<file path="src/rtl/prog_ctr.sv">
// Program counter sequencer: IDLE/RUN/DONE control with absolute and relative
// jumps, stall, halt, and a saturating count of PC-advancing cycles.
module prog_ctr #(
  parameter int D = 12
) (
  input  logic         Clk,
  input  logic         Reset,
  input  logic         Start,
  input  logic [D-1:0] StartAddr,
  input  logic         Stall,
  input  logic         AbsJump,
  input  logic [D-1:0] Target,
  input  logic         RelJump,
  input  logic [D-1:0] Offset,
  input  logic         Halt,
  output logic [D-1:0] ProgCtr,
  output logic         Running,
  output logic         Done,
  output logic [15:0]  InstCnt
);

  localparam logic [1:0] IDLE = 2'd0;
  localparam logic [1:0] RUN  = 2'd1;
  localparam logic [1:0] DONE = 2'd2;

  logic [1:0] state;

  always_ff @(posedge Clk) begin
    if (Reset) begin
      state   <= IDLE;
      ProgCtr <= '0;
      InstCnt <= '0;
    end else begin
      case (state)
        IDLE, DONE: begin
          if (Start) begin
            state   <= RUN;
            ProgCtr <= StartAddr;
            InstCnt <= '0;
          end
        end
        RUN: begin
          if (Halt) begin
            state <= DONE;
          end else if (!Stall) begin
            // Offset is two's complement; modular addition handles the sign.
            if (AbsJump)
              ProgCtr <= Target;
            else if (RelJump)
              ProgCtr <= ProgCtr + Offset;
            else
              ProgCtr <= ProgCtr + 1'b1;
            if (InstCnt != '1)
              InstCnt <= InstCnt + 16'd1;
          end
        end
        default: state <= IDLE;
      endcase
    end
  end

  assign Running = (state == RUN);
  assign Done    = (state == DONE);

endmodule

</file>
<file path="config.mk">
export PLATFORM = sky130hd
export DESIGN_NAME = prog_ctr
export DESIGN_NICKNAME = d
export VERILOG_FILES = /design/src/rtl/prog_ctr.sv
export SDC_FILE = /design/constraint.sdc
export NUM_CORES = 1
export LEC_CHECK = 0
export CAP_MARGIN = 20
export CORE_UTILIZATION = 45
export DETAILED_ROUTE_END_ITERATION = 8
export HOLD_SLACK_MARGIN = 0.06
export PLACE_DENSITY = 0.78
export SYNTH_ARGS = -nofsm -noshare
export SYNTH_HDL_FRONTEND = slang
export SYNTH_SLANG_ARGS = --single-unit
</file>
<file path="constraint.sdc">
create_clock -name Clk -period 4.08 [get_ports Clk]
set_clock_uncertainty 0.15 [all_clocks]
set_input_delay 0.816 -clock Clk [delete_from_list [all_inputs] [get_ports Clk]]
set_output_delay 0.816 -clock Clk [all_outputs]
set_load 0.01 [all_outputs]
</file>
Word level (Yosys, flattened, before mapping)

Index checks and enable logic that the tools add are counted.

Register bits: 30
Bits in latches: 0
RAM bits: 0
ROM bits: 0
Bits of input ports: 43
Output and inout port bits: 30
Word-level logic and storage cells: 34
Memories kept: 0

Add/sub/neg operators: 3
Multiply operators: 0
Div/mod/pow operators: 0
$lt $le $gt $ge: 0
Eq/ne operators: 8
Shifts and indexed selects: 0
Multiplexer cells: 14
Bitwise gates (word level): 0
Reduce and logical (&&, ||, !) cells: 6

Operator list:

| operator                                      | number |
|---|---|
| two-way mux 16 bit                            | 4 |
| two-way mux 12 bit                            | 5 |
| case mux 16 bit (2 select lines)              | 1 |
| case mux 12 bit (2 select lines)              | 1 |
| adder 16 x 1 -> 16 bit, second input constant | 1 |
| != test 16 bit, second input constant         | 1 |
| adder 12 x 1 -> 12 bit, second input constant | 1 |
| adder 12 bit                                  | 1 |
| != test 2 bit, second input constant          | 4 |
| AND reduction 5 bit                           | 1 |
| two-way mux 2 bit                             | 2 |
| case mux 2 bit (2 select lines)               | 1 |
| AND reduction 4 bit                           | 1 |
| == test 2 x 1 -> 1 bit, second input constant | 1 |
| == test 2 bit, second input constant          | 1 |
| logical NOT 2 bit                             | 1 |
| != test 2 x 1 -> 1 bit, second input constant | 1 |
| AND reduction 2 bit                           | 1 |
| nonzero test 2 bit                            | 1 |
| OR reduction 2 bit                            | 1 |

Logic depth before layout (Yosys ltp)

Gate-level depths: netlist (run 1).

Depth in word-level cells: 6
Gate-level depth with buffers: 9
Depth with buffers taken out: 9

Least setup slack after synthesis (run 1)

Ideal clock, no wire load.

Path type: input port to flip-flop
From: input RelJump
To: register ProgCtr[9]
Setup time: 0.115 ns
Arrival time: 2.671 ns
Data required time: 3.815 ns
Slack: 1.145 ns
Stages: 8
Path buffers: 1
Cell sequence: clkbuf_1 -> and2_1 -> ha_1 -> a21oi_1 -> nand2_1 -> a41oi_1 -> mux2_2 -> a2111oi_0

Cells in the longest elaborated chain, start to end: 5

Ends and longest elaborated chain:

| item                             | RTL line | text |
|---|---|---|
| start: declaration               | 13       | `input logic RelJump,` |
| two-way mux 12 bit               | 49       | `else if (RelJump)` |
| two-way mux 12 bit               | 47       | `if (AbsJump)` |
| two-way mux 12 bit               | 45       | `end else if (!Stall) begin` |
| two-way mux 12 bit               | 43       | `if (Halt) begin` |
| case mux 12 bit (2 select lines) | 34       | `case (state)` |
| end signal: assignment           | 38       | `ProgCtr <= StartAddr;` |
| end signal: assignment           | 48       | `ProgCtr <= Target;` |
| end signal: assignment           | 50       | `ProgCtr <= ProgCtr + Offset;` |
| end: declaration                 | 16       | `output logic [D-1:0] ProgCtr,` |

Every way passes these cells. The select of a mux whose other input is x is not followed.
A chain may end at the register's enable or synchronous reset.

Worst setup path in the final report (run 1)

Ends and elaborated chain as after synthesis.

==> metrics.txt, run 1 <==
P&R area growth vs syn 39.2%; die height 72.7 um; Peak VDD IR 0.178 mV; # hold bufs at CTS 0; Crit path max-delay family compound AO/OA/AOI/OAI gates; final hold violation count 0; P_int 553 uW; period utilization 83.2%; DR iter-0 viols 216; post-place setup slack 0.383 ns; CTS tree done; PortBufs 72; die area 5290 um^2; GPL Wtd Cong 0.894; combinational share of power 27.2%; Async SR Flop Fraction 0%; Die Width 72.7 um; Core ar. 4750 um^2; syn nets 339; final hold slack 0.336 ns; Final Setup Violations 0; drt total wl 6590 um; Inserted Diodes 0; area leader, netlist dfxtp_1; Total GRT Usage 26.1%; Vias/cell 5.59; power per cell area 254 nW/um^2; Seq/Total Area, Yosys 26.7%; Req. time, crit path 4.10 ns; HP Class reg -> reg; Most used DFF post-synth dfxtp_1; commonest non-fill, non-tap cell in the layout clkdlybuf4s50_1; most frequent cells in the layout clkdlybuf4s50_1, dfxtp_1, nor2_1; synthesized cell area 2250 um^2; Synth Register Bits 30; Synth area leaders dfxtp_1, ha_1, xnor2_1; Synth cell types 59; hpwl dp 4790 um; Clock transition at path regs 0.07 ns; Max FO, Critical Path 12; Worst Path Class, Setup in -> reg; setup slack after layout 0.683 ns; first-pass GRT wire length 10700 um; yosys warns 0; fin nets 410; status complete, no violations; Clock Power Share 32.5%; critical path cell sequence clkdlybuf4s50_1 > and2_1 > ha_1 > a21oi_1 > nand2_1 > a41oi_1 > mux2_2 > a2111oi_0; Seq pwr share 40.3%; Slew Limit Fails 0; RSZ-0062 raised after global routing no; post-CTS setup buffers 0; first-pass iteration count of the detailed router 4; Clk Latency, worst-skew pair 0.29 ns; switching part of the total 30.4%; clock buffer count from CTS 5; Gates resized, CTS repair 0; top cell type's share of synthesized area 26.7%; Overflow after GRT 0; sw power 242 uW; kind of end point of the critical path flip-flop; Clock Tree Buf Depth 2; EDFF count, synth 0; detailed-route via count 2361; leakage power total 0.00112 uW; Slew headroom 46.2%; Ports 73; Max Cap Viol 0; FMAX 294 MHz; Root Driver clkbuf_8; Slowest cell on crit path clkdlybuf4s50_1; row count 25; TNS Setup 0 ns; largest net degree at the start of global routing 22; Final ANT Viol Nets 0; Avg WL per Cell 15.6 um; Layout fillers 404; initial antenna violation count 0; WP buf/inv 1; Starting Density 47.3%; worst slew pin tran 0.804 ns; post-layout min period 3.40 ns; share of cells above drive strength 1 6.76%; clock sink count 30; Arr. time, crit path 3.42 ns; Largest stage delay, worst path 0.61 ns; syn_area_per_cell 7.95 um^2; H-tree depth 2; Setup crit start kind primary input; number of global-route vias before repair 2214; DRC 0; Post-Syn Instances 283
-- metrics by stage --
stage / total power [uW] / utilization, % / cell area, um^2 / instances
after floorplan: 441 / - / 2250 / 283
after global placement: 537 / 63.9 / 3040 / 414
after detailed placement: 539 / 63.9 / 3040 / 414
after CTS: 795 / 65.9 / 3130 / 422
after global routing: 829 / 65.9 / 3130 / 422
final: 795 / 65.9 / 3130 / 422
-- final cells by class --
cell class | count | area, um^2 | share of cell area [%]
inverter | 7 | 26.3 | 0.839
clock buffer | 6 | 82.6 | 2.64
tap | 67 | 83.8 | 2.68
timing repair buffer | 77 | 758 | 24.2
multi-input combinational | 233 | 1570 | 50.1
sequential | 30 | 601 | 19.2
clock inverter | 2 | 12.5 | 0.400
-- per-layer routing --
layer  share of wire [%]  global-route usage (%)
met5                   0                       0
met1                  47                    35.1
met3                 6.2                    5.39
met4                0.29                    8.93
met2                  46                    41.4
-- registers in the layout (all words and copies together) (netlist names) --
name,cells
InstCnt,16
ProgCtr,12
state,2
-- cell usage after synthesis, types with 2 or more instances --
cell        n
nand2_1    29
o2111ai_1   2
o41ai_1     2
nor4_2      3
a41oi_1     2
nor3b_1     3
a21boi_0    4
mux2i_1     3
ha_1       12
a21o_1      3
a21oi_1    17
o32ai_1     2
xnor2_1    14
or4b_1      2
buf_1       5
inv_1       7
or3_1       2
o21a_1      3
o311ai_0    2
clkbuf_1    5
o211ai_1    5
o31ai_1     2
nand3b_1    3
dfxtp_1    30
xor2_1      2
a211oi_1    5
nor2b_1     4
nand2b_1    4
nor2_1     30
o21ai_0     9
nand3_1    13
buf_2       2
nand4_1     2
and4_1      2
o31a_1      3
and2_1     10
nor3_1     13
-- power groups by stage --
stage	clock [uW]	combinational (uW)	sequential (uW)
2_1_floorplan	0	112	329
3_3_place_gp	0	211	326
3_5_place_dp	0	212	326
4_1_cts	261	214	320
5_1_grt	271	236	321
6_report	259	217	320
-- kinds of logic after synthesis --
group | share of synthesized area [%]
AND/OR/NAND/NOR | 31.9
AO/OA/AOI/OAI | 22.1
flip-flops | 26.7
buffers and inverters | 3.62
XOR/XNOR | 6.23
adder cells (fa/ha/maj) | 7.56
multiplexers | 1.84
-- worst register-to-register path: cells and delay by family, from the launching register on --
family,cells,cell delay (ns)
compound gates,3,0.92
mux,1,0.37
flops,1,0.34
fa+ha+maj,1,0.34
simple gates,1,0.13
-- final timing paths --
check | start | endpoint | slack, ns | depth (start not counted)
worst max-delay path | RelJump | ProgCtr[9]$_SDFFE_PP0P_ | 0.68 | 8
worst min-delay path | ProgCtr[4]$_SDFFE_PP0P_ | ProgCtr[4]$_SDFFE_PP0P_ | 0.34 | 2
worst max register to register | ProgCtr[2]$_SDFFE_PP0P_ | ProgCtr[9]$_SDFFE_PP0P_ | 1.71 | 6
worst min register to register | ProgCtr[4]$_SDFFE_PP0P_ | ProgCtr[4]$_SDFFE_PP0P_ | 0.34 | 2
(Power assumes the default switching activity.)
==> run 2: changes to the inputs <==
--- a/config.mk
+++ b/config.mk
@@ -6,10 +6,10 @@
 export NUM_CORES = 1
 export LEC_CHECK = 0
 export CAP_MARGIN = 20
-export CORE_UTILIZATION = 45
+export CORE_UTILIZATION = 42
 export DETAILED_ROUTE_END_ITERATION = 8
 export HOLD_SLACK_MARGIN = 0.06
-export PLACE_DENSITY = 0.78
+export PLACE_DENSITY = 0.77
 export SYNTH_ARGS = -nofsm -noshare
 export SYNTH_HDL_FRONTEND = slang
 export SYNTH_SLANG_ARGS = --single-unit
==> constraint.sdc (replaced) <==
create_clock -name Clk -period 3 [get_ports Clk]
set_clock_uncertainty 0.15 [all_clocks]
set_input_delay 0.6 -clock Clk [delete_from_list [all_inputs] [get_ports Clk]]
set_output_delay 0.6 -clock Clk [all_outputs]
set_load 0.01 [all_outputs]
==> run 2 against run 1 <==
Critical path depth is the same; critical endpoint unchanged; worst setup slack got worse by 0.47 ns; sequential share of layout area decreased by 1.4 points; die area is 6.9% higher; cell count up 8.3%; sequential power is 36% higher; largest cell class unchanged; core utilization decreased by 0.22 points.
==> metrics.txt, run 2 (synthesized netlist as in run 1, its figures left out) <==
status complete, no violations; Total GRT Usage 25.5% (-0.55 points); first-pass GRT wire length 11000 um (+3.1%); Seq pwr share 38.9% (-1.4 points); Clock Power Share 31.2% (-1.3 points); switching part of the total 29.9% (-0.56 points); Clock transition at path regs 0.07 ns (about the same); share of cells above drive strength 1 14.5% (+7.7 points); GPL Wtd Cong 0.901 (+0.84%); Avg WL per Cell 15.1 um (-3.5%); placed cell count 449 (+8.5%); HP Class reg -> reg; clock buffer count from CTS 5 (unchanged); multi-input logic area 1570 um^2 (unchanged); end-of-flow core utilization 65.7% (-0.22 points); total chip power 1120 uW (+41%); reg2reg end ProgCtr[9]$_SDFFE_PP0P_; Inserted Diodes 0 (unchanged); crit path to ProgCtr[9]$_SDFFE_PP0P_; Layout Cells excl Fill 457 (+8.3%); Vias/cell 5.57 (-0.50%); max reg flops 16 (unchanged); hpwl dp 5270 um (+9.9%); Req. time, crit path 3.02 ns (-1.08 ns); Starting Density 43.8% (-3.5 points); row count 26 (+4.0%); number of global-route vias before repair 2367 (+6.9%); Setup crit start kind primary input; Worst Path Class, Setup in -> reg; largest net degree at the start of global routing 17 (-23%); combinational share of power 29.9% (+2.7 points); Overflow after GRT 0 (unchanged); Core ar. 5140 um^2 (+8.1%); die height 75.2 um (+3.4%); Root Driver clkbuf_8; CTS tree done; Max Cap Viol 0 (unchanged); FMAX 359 MHz; Peak VDD IR 0.307 mV (+72%); Clk Latency, worst-skew pair 0.29 ns (about the same); P_int 784 uW (+42%); leakage power total 0.00128 uW (+14%); largest register by flop count InstCnt; clock sink count 30 (unchanged); sw power 334 uW (+38%); Max FO, Critical Path 5 (-7); worst slew pin tran 0.609 ns (-0.195 ns); TNS Setup 0 ns (unchanged); detailed-route via count 2544 (+7.8%); post-layout min period 2.79 ns; DRC 0 (unchanged); period utilization 92.9%; Final ANT Viol Nets 0 (unchanged); Arr. time, crit path 2.81 ns (-0.61 ns); register area 601 um^2 (unchanged); Largest regs InstCnt x16, ProgCtr x12, state x2; Die Width 75.2 um (+3.4%); setup slack after layout 0.214 ns (-0.470 ns); drt total wl 6890 um (+4.6%); Layout fillers 459 (+14%); RSZ-0062 raised after global routing no; r2r startpoint ProgCtr[2]$_SDFFE_PP0P_; R2R cell count 6 (unchanged); H-tree depth 2 (unchanged); final hold violation count 0 (unchanged); Worst setup startpoint Offset[4]; P&R area growth vs syn 50.0%; most frequent cells in the layout clkdlybuf4s50_1, buf_4, dfxtp_1, nor2_1, nand2_1; post-place setup slack -0.336 ns (-0.720 ns); kind of end point of the critical path flip-flop; PortBufs 72 (unchanged); Clock Tree Buf Depth 2 (unchanged); Slew Limit Fails 0 (unchanged); Final Setup Violations 0 (unchanged); die area 5650 um^2 (+6.9%); fin nets 442 (+7.8%); first-pass iteration count of the detailed router 4 (unchanged); Slew headroom 59.1% (+13 points); WHS Path Cells 2 (unchanged); commonest non-fill, non-tap cell in the layout clkdlybuf4s50_1; initial antenna violation count 0 (unchanged); DR iter-0 viols 134 (-38%); power per cell area 331 nW/um^2 (+30%); r2r setup slk 0.73 ns (-0.98 ns); Ports 73 (unchanged)
==> run 2: cell types whose count changed in the layout (fill, tap and decap cells not counted) <==
cell             previous run  this run
dlygate4sd2_1               0         1
clkdlybuf4s50_1            72        71
buf_4                       5        37
==> run 2: timing repair <==
item,CTS,global route
resized for setup,1,0
setup endpoints to repair,1,0
buffers inserted,0,0
hold buffers,0,0
==> run 2: worst min path at each step <==
stage / from / endpoint / slack [ns]
finish: ProgCtr[2]$_SDFFE_PP0P_ / ProgCtr[2]$_SDFFE_PP0P_ / 0.33
global placement: ProgCtr[0]$_SDFFE_PP0P_ / ProgCtr[0]$_SDFFE_PP0P_ / 0.32
CTS: ProgCtr[2]$_SDFFE_PP0P_ / ProgCtr[2]$_SDFFE_PP0P_ / 0.33
global route: ProgCtr[2]$_SDFFE_PP0P_ / ProgCtr[2]$_SDFFE_PP0P_ / 0.36
detailed placement: ProgCtr[2]$_SDFFE_PP0P_ / ProgCtr[2]$_SDFFE_PP0P_ / 0.32
floorplan: ProgCtr[0]$_SDFFE_PP0P_ / ProgCtr[0]$_SDFFE_PP0P_ / 0.34
==> run 2: cell type report <==
| cell class | count | area share (%) |
|---|---|---|
| tap | 70 | 2.60 |
| timing repair buffer | 109 | 29.6 |
| clock inverter | 2 | 0.371 |
| inverter | 7 | 0.779 |
| sequential | 30 | 17.8 |
| multi-input combinational | 233 | 46.5 |
| clock buffer | 6 | 2.45 |
==> run 2: through the flow <==
| step | hold WS [ns] | instance area, um^2 |
|---|---|---|
| 3_3_place_gp | 0.316 | 3280 |
| 3_5_place_dp | 0.319 | 3280 |
| 5_1_grt | 0.364 | 3370 |
| 6_report | 0.331 | 3370 |
| 4_1_cts | 0.329 | 3370 |
| 2_1_floorplan | 0.342 | 2250 |
==> run 2: power by group through the flow <==
| stage | clock, uW | combinational, uW | sequential [uW] |
|---|---|---|---|
| finish | 349 | 334 | 435 |
| global route | 374 | 366 | 437 |
| CTS | 352 | 334 | 435 |
| detailed placement | 0 | 331 | 444 |
| global placement | 0 | 328 | 443 |
| floorplan | 0 | 153 | 447 |
==> run 2: metal layers <==
layer  GRT usage [%]  wire (um)  vias to the layer above
met5               0          0                        -
met4            5.14         77                        0
met3            5.09        498                       14
met2            46.2       3330                       95
met1            31.4       2980                     1188
li1                -          -                     1247
==> run 2: critical path, stage by stage <==
cell	delay [ns]
clkdlybuf4s50_1	0.40
and2_1	0.16
ha_1	0.33
a21oi_1	0.21
o21ai_0	0.10
a41oi_1	0.27
mux2_2	0.37
a2111oi_0	0.36
==> run 3: changes to the inputs <==
--- a/config.mk
+++ b/config.mk
@@ -6,10 +6,13 @@
 export NUM_CORES = 1
 export LEC_CHECK = 0
 export CAP_MARGIN = 20
-export CORE_UTILIZATION = 42
+export CELL_PAD_IN_SITES_DETAIL_PLACEMENT = 1
+export CELL_PAD_IN_SITES_GLOBAL_PLACEMENT = 1
+export CORE_MARGIN = 2
+export CORE_UTILIZATION = 30
 export DETAILED_ROUTE_END_ITERATION = 8
 export HOLD_SLACK_MARGIN = 0.06
-export PLACE_DENSITY = 0.77
+export PLACE_DENSITY_LB_ADDON = 0.1
 export SYNTH_ARGS = -nofsm -noshare
 export SYNTH_HDL_FRONTEND = slang
 export SYNTH_SLANG_ARGS = --single-unit
==> run 3 against run 2 <==
Final area is 1.5% higher; cell count is 6.6% higher; largest power group unchanged; wire length is 14% higher; largest cell class unchanged; hold slack hardly changed; worst setup slack worse by 0.079 ns; sequential cell count is the same; global-route usage shrank 5.7 points; count of clock-buffer cells in the layout did not move; highest routed layer unchanged; via count fell by 1.5%.
==> metrics.txt, run 3 (synthesized netlist as in run 1, its figures left out) <==
clock sink count 30 (unchanged); WP buf/inv 1 (unchanged); Total GRT Usage 19.8% (-5.7 points); Largest regs InstCnt x16, ProgCtr x12, state x2; DRC 0 (unchanged); Starting Density 31.0% (-13 points); initial antenna violation count 0 (unchanged); Clock Tree Buf Depth 2 (unchanged); Req. time, crit path 3.02 ns (about the same); HP Class reg -> reg; Seq pwr share 38.1% (-0.8 points); P&R area growth vs syn 52.2%; Overflow after GRT 0 (unchanged); power per cell area 334 nW/um^2 (+0.71%); fin nets 443 (+0.23%); status complete, no violations; multi-input logic area 1570 um^2 (+0.40%); Largest stage delay, worst path 0.41 ns (about the same); Max Cap Viol 0 (unchanged); critical path cell sequence clkdlybuf4s50_1 > and2_1 > ha_1 > a21oi_1 > nand2_1 > a41oi_1 > mux2_2 > a2111oi_2; Arr. time, crit path 2.89 ns (+0.08 ns); Avg WL per Cell 16.1 um (+7.1%); Core ar. 7250 um^2 (+41%); GPL Wtd Cong 0.797 (-12%); Layout fillers 893 (+95%); clock buffer count from CTS 5 (unchanged); Crit path max-delay family compound AO/OA/AOI/OAI gates; Peak VDD IR 0.237 mV (-23%); worst slew pin tran 0.649 ns (+0.0404 ns); die height 90.6 um (+20%); TNS Setup 0 ns (unchanged); sw power 358 uW (+7.1%); PortBufs 72 (unchanged); number of global-route vias before repair 2753 (+16%); Final ANT Viol Nets 0 (unchanged); post-CTS setup buffers 0 (unchanged); Final Setup Violations 0 (unchanged); hpwl dp 6090 um (+15%); largest register by flop count InstCnt; post-place setup slack -0.437 ns (-0.100 ns); Clock transition at path regs 0.08 ns (about the same); Clock Power Share 31.9% (+0.7 points); row count 31 (+19%); post-layout min period 2.87 ns (+0.0792 ns); DR iter-0 viols 98 (-27%); die area 8210 um^2 (+45%); Max FO, Critical Path 4 (-1); most frequent cells in the layout clkdlybuf4s50_1, buf_4, dfxtp_1, nor2_1, nand2_1; share of cells above drive strength 1 14.9% (+0.48 points); H-tree depth 2 (unchanged); first-pass GRT wire length 13400 um (+21%); commonest non-fill, non-tap cell in the layout clkdlybuf4s50_1; Setup crit start kind primary input; switching part of the total 31.3% (+1.4 points); FMAX 349 MHz (-2.8%); detailed-route via count 2505 (-1.5%); largest net degree at the start of global routing 17 (unchanged); first-pass iteration count of the detailed router 4 (unchanged); register area 601 um^2 (unchanged); Clk Latency, worst-skew pair 0.29 ns (about the same); period utilization 95.5% (+2.6 points); P_int 785 uW (+0.14%); Inserted Diodes 0 (unchanged); drt total wl 7860 um (+14%); Ports 73 (unchanged); CTS tree done; setup slack after layout 0.135 ns (-0.0792 ns); max reg flops 16 (unchanged); Die Width 90.6 um (+20%); Vias/cell 5.14 (-7.6%); final hold violation count 0 (unchanged); combinational share of power 30.0% (about the same); Slew headroom 56.4% (-2.7 points); leakage power total 0.00129 uW (+0.42%); final hold slack 0.330 ns (-0.000239 ns); Slowest cell on crit path clkdlybuf4s50_1; Slew Limit Fails 0 (unchanged); Worst Path Class, Setup in -> reg; Root Driver clkbuf_8; kind of end point of the critical path flip-flop
==> run 3: cell types whose count changed in the layout (fill, tap and decap cells not counted) <==
cell,before,now
a2111oi_2,0,1
buf_4,37,38
a2111oi_0,1,0
==> run 3: area by class of cell <==
cell class	instances	share of cell area, %
clock buffers	6	2.41
clock inverters	2	0.365
inverters	7	0.767
multi-input cells	233	46.0
flip-flops and latches	30	17.5
well taps	99	3.62
repair buffers	110	29.3
==> run 3: tightest hold or removal path, cell delays in order, from the launching register on <==
cell and delay, ns:
dfxtp_1 0.33, nand2_1 0.06, a21oi_1 0.05
==> run 3: repair_timing <==
| action | CTS | global route |
|---|---|---|
| endpoints found under the setup margin | 1 | 1 |
| hold buffers | 0 | 0 |
| resized for setup | 1 | 2 |
| hold endpoints to repair | 0 | 0 |
==> run 3: power by group through the flow <==
stage	Sequential (uW)	Combinational, uW	Clock (uW)
after floorplan	447	153	0
after global placement	445	337	0
after detailed placement	445	341	0
after CTS	435	342	382
after global routing	438	377	391
final	435	343	364
==> run 3: path summary, 6_finish.rpt <==
path                            from                       to  slack (ns)  cells after the start
max                        Offset[2]  ProgCtr[9]$_SDFFE_PP0P_        0.13                      8
min          ProgCtr[2]$_SDFFE_PP0P_  ProgCtr[2]$_SDFFE_PP0P_        0.33                      2
max reg2reg  ProgCtr[2]$_SDFFE_PP0P_  ProgCtr[9]$_SDFFE_PP0P_        0.66                      6
min reg2reg  ProgCtr[2]$_SDFFE_PP0P_  ProgCtr[2]$_SDFFE_PP0P_        0.33                      2
==> run 3: through the flow <==
step	util (%)	instances	total power (uW)	cell area (um^2)
2_1_floorplan	-	283	600	2250
3_3_place_gp	45.8	479	782	3320
3_5_place_dp	45.8	479	786	3320
4_1_cts	47.1	487	1160	3420
5_1_grt	47.2	487	1210	3420
6_report	47.2	487	1140	3420
==> run 3: routing by layer <==
metal | vias up | wire length [um] | track usage (%)
met5 | - | 0 | 0
met4 | 0 | 116 | 7.05
met3 | 9 | 261 | 3.34
met2 | 43 | 3960 | 35.3
met1 | 1203 | 3520 | 23.8
li1 | 1250 | - | -
